**config.mk**
```make
export PLATFORM = sky130hd
export DESIGN_NAME = memory_access
export DESIGN_NICKNAME = d
export VERILOG_FILES = /design/src/rtl/memory_access.sv
export SDC_FILE = /design/constraint.sdc
export NUM_CORES = 1
export LEC_CHECK = 0
export BUFFER_PORTS_ARGS = -buffer_cell sky130_fd_sc_hd__buf_4
export CORE_AREA = 10 10 185 187
export CTS_BUF_LIST = sky130_fd_sc_hd__clkbuf_2
export DETAILED_ROUTE_END_ITERATION = 10
export DIE_AREA = 0 0 195 197
export HOLD_SLACK_MARGIN = 0.05
export SETUP_SLACK_MARGIN = 0.5
export SLEW_MARGIN = 20
export SYNTH_ARGS = -nofsm -noshare
export SYNTH_HDL_FRONTEND = slang
export SYNTH_SLANG_ARGS = --single-unit
```
**constraint.sdc**
```tcl
create_clock -name clk -period 10.87 [get_ports clk]
set_input_delay 2.174 -clock clk [delete_from_list [all_inputs] [get_ports clk]]
set_output_delay 2.174 -clock clk [all_outputs]
set_load 0.005 [all_outputs]
```
**src/rtl/memory_access.sv**
```systemverilog
// memory_access: pipeline stage after execute. Issues at most one data-bus
// access per instruction (request/grant, then response for loads), steers
// store lanes, extends load data, flags misaligned accesses, and registers
// everything for write-back. busy stalls earlier stages while an access is
// outstanding.
//
// Ports:
//   clk, reset          clock, async active-high reset
//   *_in                instruction fields from execute (alu_data_in = address)
//   stall, invalidate   downstream hold / flush of this stage
//   data_hazard, busy   to hazard unit
//   mem_*               data-bus request/grant + response handshake
//   *_out               registered results for write-back
module memory_access #(
    parameter logic [3:0] ECAUSE_LOAD_MISALIGNED  = 4'd4,
    parameter logic [3:0] ECAUSE_STORE_MISALIGNED = 4'd6
) (
    input  logic        clk,
    input  logic        reset,
    input  logic [31:0] pc_in,
    input  logic [31:0] next_pc_in,
    input  logic [31:0] alu_data_in,
    input  logic [31:0] rs2_data_in,
    input  logic [31:0] csr_data_in,
    input  logic        branch_taken_in,
    input  logic        load_in,
    input  logic        store_in,
    input  logic [1:0]  load_store_size_in,
    input  logic        load_signed_in,
    input  logic [1:0]  write_select_in,
    input  logic [5:0]  rd_addr_in,
    input  logic [11:0] csr_addr_in,
    input  logic        mret_in,
    input  logic        wfi_in,
    input  logic        valid_in,
    input  logic        exception_in,
    input  logic [3:0]  ecause_in,
    input  logic        stall,
    input  logic        invalidate,
    output logic [4:0]  data_hazard,
    output logic        busy,
    output logic        mem_req,
    output logic        mem_write,
    output logic [31:0] mem_addr,
    output logic [31:0] mem_wdata,
    output logic [3:0]  mem_strb,
    input  logic        mem_gnt,
    input  logic        mem_rvalid,
    input  logic [31:0] mem_rdata,
    output logic [31:0] pc_out,
    output logic [31:0] next_pc_out,
    output logic [31:0] csr_data_out,
    output logic [31:0] alu_data_out,
    output logic [31:0] load_data_out,
    output logic        branch_taken_out,
    output logic        mret_out,
    output logic        wfi_out,
    output logic        valid_out,
    output logic        exception_out,
    output logic [1:0]  write_select_out,
    output logic [5:0]  rd_addr_out,
    output logic [11:0] csr_addr_out,
    output logic [3:0]  ecause_out
);

    localparam logic [1:0] S_IDLE = 2'd0;
    localparam logic [1:0] S_REQ  = 2'd1;
    localparam logic [1:0] S_RSP  = 2'd2;
    localparam logic [1:0] S_HOLD = 2'd3;

    logic [1:0]  state, state_next;
    logic        done;
    logic [31:0] rbuf;
    logic        active, misaligned, mem_op, mis_fault, is_access, to_access;
    logic        req, complete, accept;
    logic [31:0] load_raw, load_ext;
    logic [7:0]  lane_b;
    logic [15:0] lane_h;

    assign active     = valid_in && !exception_in && !invalidate;
    assign misaligned = ((load_store_size_in == 2'd1) && alu_data_in[0]) ||
                        (load_store_size_in[1] && (alu_data_in[1:0] != 2'b00));
    assign mem_op     = load_in || store_in;
    assign mis_fault  = mem_op && misaligned;
    assign is_access  = active && mem_op && !misaligned;
    // done marks an access already finished but not yet taken by the output
    // registers (stall high); it suppresses a second request.
    assign to_access  = is_access && !done;

    always_comb begin
        state_next = state;
        req        = 1'b0;
        complete   = 1'b0;
        case (state)
            S_IDLE: begin
                req = to_access;
                if (to_access) begin
                    if (!mem_gnt)      state_next = S_REQ;
                    else if (store_in) complete   = 1'b1;
                    else               state_next = S_RSP;
                end
            end
            S_REQ: begin
                if (!to_access) begin
                    state_next = S_IDLE;
                end else begin
                    req = 1'b1;
                    if (mem_gnt) begin
                        if (store_in) begin
                            complete   = 1'b1;
                            state_next = S_IDLE;
                        end else begin
                            state_next = S_RSP;
                        end
                    end
                end
            end
            S_RSP: begin
                // A granted load is always drained; a flushed one just drops its data.
                if (mem_rvalid) begin
                    if (!active) begin
                        state_next = S_IDLE;
                    end else if (stall) begin
                        state_next = S_HOLD;
                    end else begin
                        complete   = 1'b1;
                        state_next = S_IDLE;
                    end
                end
            end
            default: begin
                if (!active) begin
                    state_next = S_IDLE;
                end else if (!stall) begin
                    complete   = 1'b1;
                    state_next = S_IDLE;
                end
            end
        endcase
    end

    assign mem_req     = req && !reset;
    assign busy        = !reset && (((state == S_RSP) && !mem_rvalid) || (to_access && !complete));
    assign accept      = !stall && !busy;
    assign data_hazard = active ? rd_addr_in[4:0] : '0;
    assign mem_write   = store_in;
    assign mem_addr    = {alu_data_in[31:2], 2'b00};

    always_comb begin
        mem_wdata = rs2_data_in;
        mem_strb  = 4'b1111;
        case (load_store_size_in)
            2'd0: begin
                mem_wdata = {4{rs2_data_in[7:0]}};
                mem_strb  = 4'b0001 << alu_data_in[1:0];
            end
            2'd1: begin
                mem_wdata = {2{rs2_data_in[15:0]}};
                mem_strb  = alu_data_in[1] ? 4'b1100 : 4'b0011;
            end
            default: ;
        endcase
    end

    always_comb begin
        load_raw = (state == S_HOLD) ? rbuf : mem_rdata;
        case (alu_data_in[1:0])
            2'd0:    lane_b = load_raw[7:0];
            2'd1:    lane_b = load_raw[15:8];
            2'd2:    lane_b = load_raw[23:16];
            default: lane_b = load_raw[31:24];
        endcase
        lane_h = alu_data_in[1] ? load_raw[31:16] : load_raw[15:0];
        case (load_store_size_in)
            2'd0:    load_ext = {{24{load_signed_in && lane_b[7]}}, lane_b};
            2'd1:    load_ext = {{16{load_signed_in && lane_h[15]}}, lane_h};
            default: load_ext = load_raw;
        endcase
    end

    always_ff @(posedge clk or posedge reset) begin
        if (reset) begin
            state <= S_IDLE;
            done  <= 1'b0;
            rbuf  <= '0;
        end else begin
            state <= state_next;
            if (!stall)        done <= 1'b0;
            else if (complete) done <= 1'b1;
            if ((state == S_RSP) && mem_rvalid) rbuf <= mem_rdata;
        end
    end

    always_ff @(posedge clk or posedge reset) begin
        if (reset) begin
            pc_out           <= '0;
            next_pc_out      <= '0;
            csr_data_out     <= '0;
            alu_data_out     <= '0;
            load_data_out    <= '0;
            branch_taken_out <= 1'b0;
            mret_out         <= 1'b0;
            wfi_out          <= 1'b0;
            valid_out        <= 1'b0;
            exception_out    <= 1'b0;
            write_select_out <= '0;
            rd_addr_out      <= '0;
            csr_addr_out     <= '0;
            ecause_out       <= '0;
        end else if (accept) begin
            pc_out           <= pc_in;
            next_pc_out      <= next_pc_in;
            csr_data_out     <= csr_data_in;
            alu_data_out     <= alu_data_in;
            load_data_out    <= (active && load_in && !misaligned) ? load_ext : '0;
            branch_taken_out <= branch_taken_in;
            mret_out         <= mret_in;
            wfi_out          <= wfi_in;
            valid_out        <= valid_in && !invalidate;
            exception_out    <= valid_in && !invalidate && (exception_in || mis_fault);
            write_select_out <= write_select_in;
            rd_addr_out      <= rd_addr_in;
            csr_addr_out     <= csr_addr_in;
            // An incoming fault keeps its own cause over a misalignment.
            if (!exception_in && mis_fault)
                ecause_out <= store_in ? ECAUSE_STORE_MISALIGNED : ECAUSE_LOAD_MISALIGNED;
            else
                ecause_out <= ecause_in;
        end
    end

endmodule

```
# After elaboration in Yosys (flattened, before gate mapping)
# Cells that the tools add are included.
# word_totals
regBits,224
input_bits,232
wordCells,104
# classes
eq_ne,12
n_shift,1
muxes,34
reduce_logical,40
# ops
operator,count
one-hot mux 32 bit (2 select lines),2
two-way mux 32 bit,2
two-way mux 2 bit,12
one-hot mux 8 bit (3 select lines),1
logical AND 1 bit,21
two-way mux 16 bit,1
logical NOT 1 bit,9
two-way mux 1 bit,9
two-way mux 4 bit,2
one-hot mux 4 bit (2 select lines),1
== test 2 x 1 -> 1 bit (second input constant),3
== test 2 bit (second input constant),3
logical NOT 2 bit,3
!= test 3 bit (second input constant),2
one-hot mux 2 bit (3 select lines),1
two-way mux 5 bit,1
!= test 5 x 2 -> 1 bit (second input constant),1
AND reduction 5 bit,1
logical OR 1 bit,4
!= test 2 bit (second input constant),2
one-hot mux 1 bit (2 select lines),2
left shift 1 x 2 -> 4 bit (first input constant),1
!= test 2 x 1 -> 1 bit (second input constant),1
nonzero test 2 bit,1
OR reduction 2 bit,1

# Logic depth before layout (Yosys ltp)
# Gate-level depths: netlist of the first run.
# logic_depth
ltp_word,14
depth_mapped,9

# Worst setup path after synthesis of the first run
# OpenSTA, ideal clock, no wires.
# synth_path
path_kind,input to output
from,input port reset
to,output port busy
t_arrival_ns,7.240
required_time_ns,8.696
path_slack_ns,1.456
cell_stages,2
cell_sequence,inv_1 -> o21a_1
# synth_between
elab_chain_len,2
# synth_lines
element,line_no,source
from (decl),19,"input logic reset,"
logical NOT 1 bit (no source line),-,
logical AND 1 bit,143,assign busy = !reset && (((state == S_RSP) && !mem_rvalid) || (to_access && !complete));
to (decl),41,"output logic busy,"
# No other way between the ends.

# Final worst setup path of the first run
# layout_path
from,input port load_store_size_in[1]
to,output port busy
# layout_between
elab_chain_len,12
# layout_lines
element,line_no,source
from (decl),28,"input logic [1:0] load_store_size_in,"
== test 2 x 1 -> 1 bit,81,assign misaligned = ((load_store_size_in == 2'd1) && alu_data_in[0]) ||
logical AND 1 bit,81,
logical OR 1 bit *,81,
logical NOT 1 bit *,85,assign is_access = active && mem_op && !misaligned;
logical AND 1 bit *,85,
logical AND 1 bit *,88,assign to_access = is_access && !done;
two-way mux 1 bit,104,if (!to_access) begin
one-hot mux 1 bit (2 select lines),94,case (state)
logical NOT 1 bit,143,
logical AND 1 bit *,143,
logical OR 1 bit *,143,
logical AND 1 bit *,143,
# Mark *: on every way between the ends. The rest lies on a longest branch, timed or not.

==> flow_summary.ini, run 1 <==
[clock_network]
htreeDepth = 3
post_cts_buffers = 0
clockRootBuffer = clkbuf_2
clk_pin_slew_ns = 0.09
clock_path_buffers = 3
numClockSinks = 224
cts_buffers = 66
cts_hold_buffers = 0
clk_latency_ns = 0.79
cts_tree = done
cts_resized = 0

[sta]
final.setup.tns_ns = 0
tightest_slew_ns = 1.049
fin_hold_ws_ns = 0.4862
hold_violations = 0
rsz0062_at_grt = no
drv_slew = 0
fin_skew_ns = 0.07918
fmax_mhz = 159.8
period_needed_ns = 6.256
finalSetupViolCount = 0
period_share_pct = 57.56
slew_headroom_pct = 29.82

[detailed_routing]
viasPerCell = 4.660
dr_total_vias = 7918
drt_pass1_iterations = 4
antenna_left = 0
wl_per_cell_um = 21.51
drt-initial-drc-count = 366
drt_wl_total_mm = 36.54
drc = 0

[yosys]
synth-seq-cells = 224
synthTopCellsByArea = dfrtp_1, mux2_2, mux2_1, buf_4, mux2i_1
synth_top_area_share_pct = 55.42
syn_inst = 770
synthTopCellsByCount = dfrtp_1, mux2_2, mux2_1, buf_4, nand2_1
ys_types = 45
yosysSeqAreaShare_pct = 55.42
synthArstFlopShare_pct = 100.0
ys_warn_count = 0
synth.most_common_cell = dfrtp_1
syn-cell-area_mm2 = 0.01011
yosysTopAreaCell = dfrtp_1
syn_area_per_cell_um2 = 13.14
synth_ff_type = dfrtp_1
synth_edf_count = 0

[worst_hold_path]
min-delay-path-class = flip-flop to flip-flop
hold_end = exception_out
whs_path_depth = 2
hp-start = exception_out

[cells_and_area]
nFillCells = 2892
area_delta_synth_final_pct = 43.06
drive_above_1_share_pct = 56.68
stdcell_area_mm2 = 0.01447
fin_nets = 1496

[setup_path]
end_kind = output pin
cp.arrival_ns = 4.08
crit_fanout = 42
crit_type = input port to output pin
rr_endpoint = csr_data_out[31]
startpoint = load_store_size_in[1]
r2r_start = state[0]
crit_required_ns = 8.70
r2r_slack_ns = 7.38
crit_path_start_kind = input port
r2r_cells = 8

[floorplanning]
die-width_um = 195
die_h_um = 197
ios = 497
die-area_mm2 = 0.03842
core-area_mm2 = 0.03043
rows = 64
initial_core_util_pct = 33.24

[placed_design]
gp_congestion = 0.8100
dpl.hpwl_mm = 28.28
port_buffers = 494
dpl_cell_area_mm2 = 0.01388

[grt]
grt_pass1_vias = 8790
grt.overflow.total = 0
antenna_found_initial = 2
track_usage_pct = 18.18
grt_max_degree = 110
grt_pass1_wl_mm = 54.75

[pwr]
p_per_area_mw_per_mm2 = 164.0
leakagePower_nw = 7.044
ir_worst_vdd_mv = 0.06548

[run]
drv_cap = 0

[run_status]
status = completed
per-layer routing:
| layer | share of wire [%] | track usage (%) |
|---|---|---|
| met1 | 36 | 19.23 |
| met2 | 51 | 31.65 |
| met3 | 11 | 8.333 |
| met4 | 1.9 | 5.798 |
| met5 | 0.036 | 0 |
critical path, cell delays in order:
cell      delay (ns)
buf_4           0.25
nor2_1          0.86
o211ai_1        0.38
nor2_1          0.17
o21a_1          0.13
buf_4           0.11
where the power goes:
part,switching [W],internal [W]
clock network,0.000366,0.000268
registers,0.0000797,0.000995
logic,0.000281,0.000383
total,0.000727,0.00165
registers in the layout, summed over array words and instances, names as in the netlist, 2 cells and up:
| name | flops |
|---|---|
| alu_data_out | 32 |
| csr_data_out | 32 |
| load_data_out | 32 |
| next_pc_out | 32 |
| pc_out | 32 |
| rbuf | 32 |
| csr_addr_out | 12 |
| rd_addr_out | 6 |
| ecause_out | 4 |
| state | 2 |
| write_select_out | 2 |
kinds of logic (layout without fill, tap and decap cells):
family / count (synthesis) / in the layout / synth area share (%)
AND/OR/NAND/NOR: 107 / 107 / 5.010
other: 1 / 3 / 0.03707
AO/OA/AOI/OAI: 100 / 100 / 6.816
flip-flops: 224 / 224 / 55.42
buffers and inverters: 92 / 623 / 5.505
adder cells (fa/ha/maj): 4 / 4 / 0.4948
multiplexers: 242 / 242 / 26.72
layout make-up:
type	instances	area, um2	share of cell area [%]
flip-flops and latches	224	5605	38.74
inverters	10	45.04	0.3113
diodes	1	2.502	0.01729
clock buffers	89	445.4	3.078
well taps	396	495.5	3.424
multi-input cells	455	3964	27.39
clock inverters	21	136.4	0.9425
repair buffers	503	3776	26.10
stage by stage:
stage          instances  total power (W)  utilization, %  setup slack, ns
2_1_floorplan        771         0.001420               -            1.456
3_3_place_gp        1588         0.001758           45.62            4.770
3_5_place_dp        1588         0.001773           45.62            4.641
4_1_cts             1698         0.002429           47.53            4.640
5_1_grt             1699         0.002543           47.55            4.471
6_report            1699         0.002373           47.55            4.614
worst max path at each step:
stage	to	depth (start not counted)
final	busy	6
after global routing	busy	6
after CTS	busy	6
after detailed placement	busy	6
after global placement	busy	6
after floorplan	busy	2
cells in the final DEF (no fill, tap or decap), types with 6 or more instances in the layout:
cell	instances
mux2_1	94
nand2_1	45
mux2i_1	27
o31ai_1	6
clkinv_1	15
dfrtp_1	224
buf_4	503
nor2_1	21
nor2b_1	8
o21ai_0	29
clkbuf_2	89
and2_1	6
a211oi_1	7
a21oi_1	18
or2_2	11
mux2_2	120
a22o_1	16
inv_1	9
nor3_1	6
Power figures use the tool's default switching activity.
==> inputs of run 2 (changes only) <==
--- a/config.mk
+++ b/config.mk
@@ -5,11 +5,12 @@
 export SDC_FILE = /design/constraint.sdc
 export NUM_CORES = 1
 export LEC_CHECK = 0
+export ABC_AREA = 1
 export BUFFER_PORTS_ARGS = -buffer_cell sky130_fd_sc_hd__buf_4
-export CORE_AREA = 10 10 185 187
+export CORE_AREA = 10 10 186 188
 export CTS_BUF_LIST = sky130_fd_sc_hd__clkbuf_2
 export DETAILED_ROUTE_END_ITERATION = 10
-export DIE_AREA = 0 0 195 197
+export DIE_AREA = 0 0 196 198
 export HOLD_SLACK_MARGIN = 0.05
 export SETUP_SLACK_MARGIN = 0.5
 export SLEW_MARGIN = 20
==> constraint.sdc (replaced) <==
create_clock -name clk -period 6.2 [get_ports clk]
set_input_delay 1.24 -clock clk [delete_from_list [all_inputs] [get_ports clk]]
set_output_delay 1.24 -clock clk [all_outputs]
set_load 0.005 [all_outputs]
==> run 2 against run 1 <==
  * Combinational power up 73%
  * Via count increased by 33%
  * Worst hold slack got worse by 0.0087 ns
  * Synthesized area up 6.5%
  * Register-to-register slack lost 4.7 ns
  * Die area up 1.0%
  * Core utilization up 0.066 points
  * Routed wire length grew 16%
  * Clock power increased by 67%
  * Sequential power grew 72%
  * Sequential cell count did not move
  * Critical path depth rose by 2
==> flow_summary.ini, run 2 <==
[detailed_routing]
antenna_left = 0
drt-initial-drc-count = 682
drc = 0
m1WireLength_mm = 16.66
route.met3.wl_mm = 3.262
drt_wl_total_mm = 42.24
dr_wl_met2_mm = 21.46
drt_pass1_iterations = 5
dr_total_vias = 10565
viasPerCell = 4.744
wl_per_cell_um = 18.97
dr.max_layer_used = met5

[yosys]
synth_ff_type = dfrtp_1
syn_area_per_cell_um2 = 8.064
ys_warn_count = 0
yosysSeqAreaShare_pct = 52.03
syn-cell-area_mm2 = 0.01077
synth-seq-cells = 224
synthArstFlopShare_pct = 100.0
synth_top_area_share_pct = 52.03
synthTopCellsByCount = nand2_1, dfrtp_1, nand3_1, o21ai_0, inv_1
syn_inst = 1336
ys_types = 34
synthTopCellsByArea = dfrtp_1, nand2_1, nand3_1, o21ai_0, buf_4
yosysTopAreaCell = dfrtp_1
synth_edf_count = 0
synth.most_common_cell = nand2_1

[floorplanning]
die_h_um = 198
initial_core_util_pct = 34.68
ios = 497
die-area_mm2 = 0.03881
core-area_mm2 = 0.03107
rows = 65
die-width_um = 196

[setup_path]
crit_required_ns = 4.96
crit_fanout = 42
crit_type = input port to output pin
crit_path_start_kind = input port
cp.arrival_ns = 3.02
end_kind = output pin

[sta]
fin_hold_ws_ns = 0.4775
fin_skew_ns = 0.05621
slew_headroom_pct = 24.26
drv_slew = 0
fmax_mhz = 234.5
period_share_pct = 68.79
setup_ws_ns = 1.935
period_needed_ns = 4.265
finalSetupViolCount = 0
tightest_slew_ns = 1.136
final.setup.tns_ns = 0
hold_violations = 0
rsz0062_at_grt = no

[clock_network]
clk_latency_ns = 0.85
htreeDepth = 2
cts_resized = 0
clk_pin_slew_ns = 0.09
numClockSinks = 224
post_cts_buffers = 0
clockRootBuffer = clkbuf_2
cts_hold_buffers = 0
clock_path_buffers = 3
cts_buffers = 60
cts_tree = done

[grt]
grt.overflow.total = 0
grt_max_degree = 174
grt_pass1_vias = 10360
grt_pass1_wl_mm = 62.22
track_usage_pct = 20.30
antenna_found_initial = 2

[cells_and_area]
fin_nets = 2014
drive_above_1_share_pct = 35.09
final_common_cell = nand2_1
mostFrequentLayoutCells = nand2_1, buf_4, dfrtp_1
area_delta_synth_final_pct = 37.31

[placed_design]
post-place-ws_ns = 1.484
gp_congestion = 0.8804
dpl.hpwl_mm = 31.54
port_buffers = 494

[pwr]
p_per_area_mw_per_mm2 = 275.2
ir_worst_vdd_mv = 0.1205
power_w = 0.004071
leakagePower_nw = 8.314

[run_status]
status = completed

[run]
drv_cap = 0

[worst_hold_path]
min-delay-path-class = flip-flop to flip-flop
-- run 2: final cells by class --
| type | instances | area (um2) |
|---|---|---|
| repair buffers | 502 | 3781 |
| clock inverters | 17 | 98.84 |
| inverters | 63 | 242.7 |
| diodes | 1 | 2.502 |
| fillers | 3144 | 16270 |
| multi-input cells | 927 | 4105 |
| clock buffers | 91 | 455.4 |
| flip-flops and latches | 224 | 5605 |
| well taps | 402 | 503.0 |
-- run 2: cell families after synthesis --
group	Yosys count	synth area share (%)
and+or+nand+nor	796	30.60
DFF	224	52.03
buffers and inverters	186	10.03
AOI/OAI and AO/OA	123	6.631
adders and majority gates	4	0.4645
muxes	2	0.2090
other	1	0.03481
-- run 2: worst max-delay path: stages --
cell     delay (ns)
buf_4          0.25
inv_2          0.37
nand2_1        0.17
nor2_2         0.32
nor2_2         0.15
inv_1          0.14
o21ai_0        0.17
buf_4          0.19
-- run 2: metrics by stage --
stage          utilization [%]  instances  cell area (um2)
2_1_floorplan                -       1337            10780
3_3_place_gp             45.83       2118            14240
3_5_place_dp             45.83       2118            14240
4_1_cts                  47.61       2226            14790
5_1_grt                  47.62       2227            14790
6_report                 47.62       2227            14790
-- run 2: per-layer routing --
metal  GRT usage, %  vias to the layer above
li1               -                     5135
met1          24.48                     4969
met2          35.19                      395
met3          5.243                       64
met4          5.317                        2
met5              0                        -
-- run 2: final timing paths --
kind                                        from               end  slack (ns)  depth (start not counted)
setup / recovery           load_store_size_in[1]       mem_strb[1]        1.94                          8
hold / removal                  csr_data_out[26]  csr_data_out[26]        0.48                          2
setup reg to reg                        state[0]        pc_out[21]        2.73                         12
hold reg to reg                 csr_data_out[26]  csr_data_out[26]        0.48                          2
max in group asynchronous                  reset          rbuf[21]        4.05                          4
min in group asynchronous                  reset              done        0.70                          3
-- run 2: report_power, final --
| group | switching [W] | internal, W | total [W] |
|---|---|---|---|
| logic | 0.000623 | 0.000524 | 0.00115 |
| registers | 0.000145 | 0.00172 | 0.00186 |
| clock network | 0.000628 | 0.000433 | 0.00106 |
==> inputs of run 3 (changes only) <==
--- a/config.mk
+++ b/config.mk
@@ -12,6 +12,7 @@
 export DETAILED_ROUTE_END_ITERATION = 10
 export DIE_AREA = 0 0 196 198
 export HOLD_SLACK_MARGIN = 0.05
+export PLACE_DENSITY = 0.65
 export SETUP_SLACK_MARGIN = 0.5
 export SLEW_MARGIN = 20
 export SYNTH_ARGS = -nofsm -noshare
==> constraint.sdc (replaced) <==
create_clock -name clk -period 3.7 [get_ports clk]
set_input_delay 0.74 -clock clk [delete_from_list [all_inputs] [get_ports clk]]
set_output_delay 0.74 -clock clk [all_outputs]
set_load 0.005 [all_outputs]
==> run 3 against run 2 <==
  * Critical path depth stayed put
  * Worst setup slack worse by 1.2 ns
  * Clock-buffer cell count is 4 higher
  * Cell count is 4.8% higher
  * Critical endpoint is now busy
==> flow_summary.ini, run 3 (synthesis gave the netlist of run 2 again) <==
[sta]
slew_headroom_pct = 32.72
rsz0062_at_grt = no
fin_hold_ws_ns = 0.1221
fmax_mhz = 335.2
period_share_pct = 80.63
hold_violations = 0
tightest_slew_ns = 1.009
finalSetupViolCount = 0
period_needed_ns = 2.983
drv_slew = 0
fin_skew_ns = 0.07933

[setup_path]
crit_fanout = 39
crit_path_start_kind = flip-flop
critPathSlowestCell = dfrtp_1
end_kind = output pin
crit_required_ns = 2.96
critPathMaxStageDelay_ns = 0.43
cp.arrival_ns = 2.24
crit_chain = ha_2 > buf_12 > a21oi_1 > nor2_1 > nor2_1 > nand2_1 > a21oi_1 > buf_4
crit_type = flip-flop to output pin

[worst_hold_path]
min-delay-path-class = input port to asynchronous set/reset pin

[run]
drv_cap = 0

[detailed_routing]
drt_pass1_iterations = 5
antenna_left = 0
drt_wl_total_mm = 43.39
drt-initial-drc-count = 703
dr_total_vias = 11251
wl_per_cell_um = 18.58
drc = 0
viasPerCell = 4.818

[floorplanning]
rows = 65
die_h_um = 198
initial_core_util_pct = 34.68
core-area_mm2 = 0.03107
ios = 497
die-width_um = 196
die-area_mm2 = 0.03881

[clock_network]
clockRootBuffer = clkbuf_2
htreeDepth = 2
clock_path_buffers = 3
cts_buffers = 60
numClockSinks = 224
clk_pin_slew_ns = 0.10
clk_latency_ns = 0.87
cts_tree = done

[grt]
grt_max_degree = 126
grt_pass1_vias = 11204
grt_pass1_wl_mm = 65.01
track_usage_pct = 20.88
grt.overflow.total = 0
antenna_found_initial = 3

[placed_design]
port_buffers = 494
gp_congestion = 0.9212
dpl.hpwl_mm = 31.81

[pwr]
p_per_area_mw_per_mm2 = 436.5
power_w = 0.006930
leakagePower_nw = 8.789
ir_worst_vdd_mv = 0.2211

[cells_and_area]
mostFrequentLayoutCells = nand2_1, buf_4, dfrtp_1
drive_above_1_share_pct = 34.04
layout.area.seq_mm2 = 0.005605
nFillCells = 2983
multi_input_area_mm2 = 0.004108
final_common_cell = nand2_1
area_delta_synth_final_pct = 47.35
fin_nets = 2122

[run_status]
status = completed
run 3: cell types whose count changed in the layout (fill, tap and decap cells not counted), sizes merged:
cell,change
bufinv,-1
buf,+12
clkinv,-6
clkinvlp,-1
clkbuf,+4
inv,+2
dlygate4sd3,+96
diode,+2
run 3: metal layers:
metal  GRT usage (%)  vias up  wire length (um)
met4           8.088        0              1608
met5               0        -                 0
met1           25.06     5287             16900
li1                -     5348                 -
met2           34.43      525             21060
met3           6.342       91              3824
run 3: area by class of cell:
type                            instances  area share (%)
Tap cell                              402           3.168
Antenna cell                            3         0.04729
Timing Repair Buffer                  610           30.75
Sequential cell                       224           35.31
Clock buffer                           95           2.995
Clock inverter                         11          0.3231
Inverter                               63           1.529
Multi-Input combinational cell        927           25.87
run 3: report_power, final:
part           internal, W  switching, W  total (W)
Clock             0.000679       0.00106    0.00174
Sequential         0.00288      0.000242    0.00312
Combinational     0.000979       0.00109    0.00207
run 3: path summary, 6_finish.rpt:
kind / startpoint / to / slack, ns / depth (start not counted)
worst max-delay path: state[1] / busy / 0.72 / 8
worst min-delay path: reset / done / 0.12 / 3
max in group asynchronous: reset / rbuf[14] / 2.38 / 4
worst max register to register: state[1] / load_data_out[23] / 1.22 / 13
min in group clk: csr_data_in[3] / csr_data_out[3] / 0.15 / 3
worst min register to register: next_pc_out[22] / next_pc_out[22] / 0.48 / 2
run 3: critical path, delay by kind of cell, from the launching register on:
family / cells / cell delay (ns)
flops: 1 / 0.43
fa+ha+maj: 1 / 0.21
compound gates: 2 / 0.28
simple gates: 3 / 0.22
buf+inv: 2 / 0.31
run 3: what timing repair did:
action / in CTS / in global routing
gates resized for setup: 1 / 3
hold endpoints to repair: 96 / 0
hold buffers: 96 / 0
endpoints found under the setup margin: 1 / 1
setup buffers: 0 / 2
run 3: metrics by stage:
stage               cells  cell area (um2)  setup WS [ns]  TNS (ns)  utilization (%)
floorplan            1337            10790         -1.364   -253.49                -
global placement     2128            14350         0.7697         0            46.19
detailed placement   2128            14350         0.7509         0            46.19
CTS                  2330            15840         0.5557         0            50.99
global route         2334            15870         0.4878         0            51.09
finish               2335            15880         0.7165         0            51.10
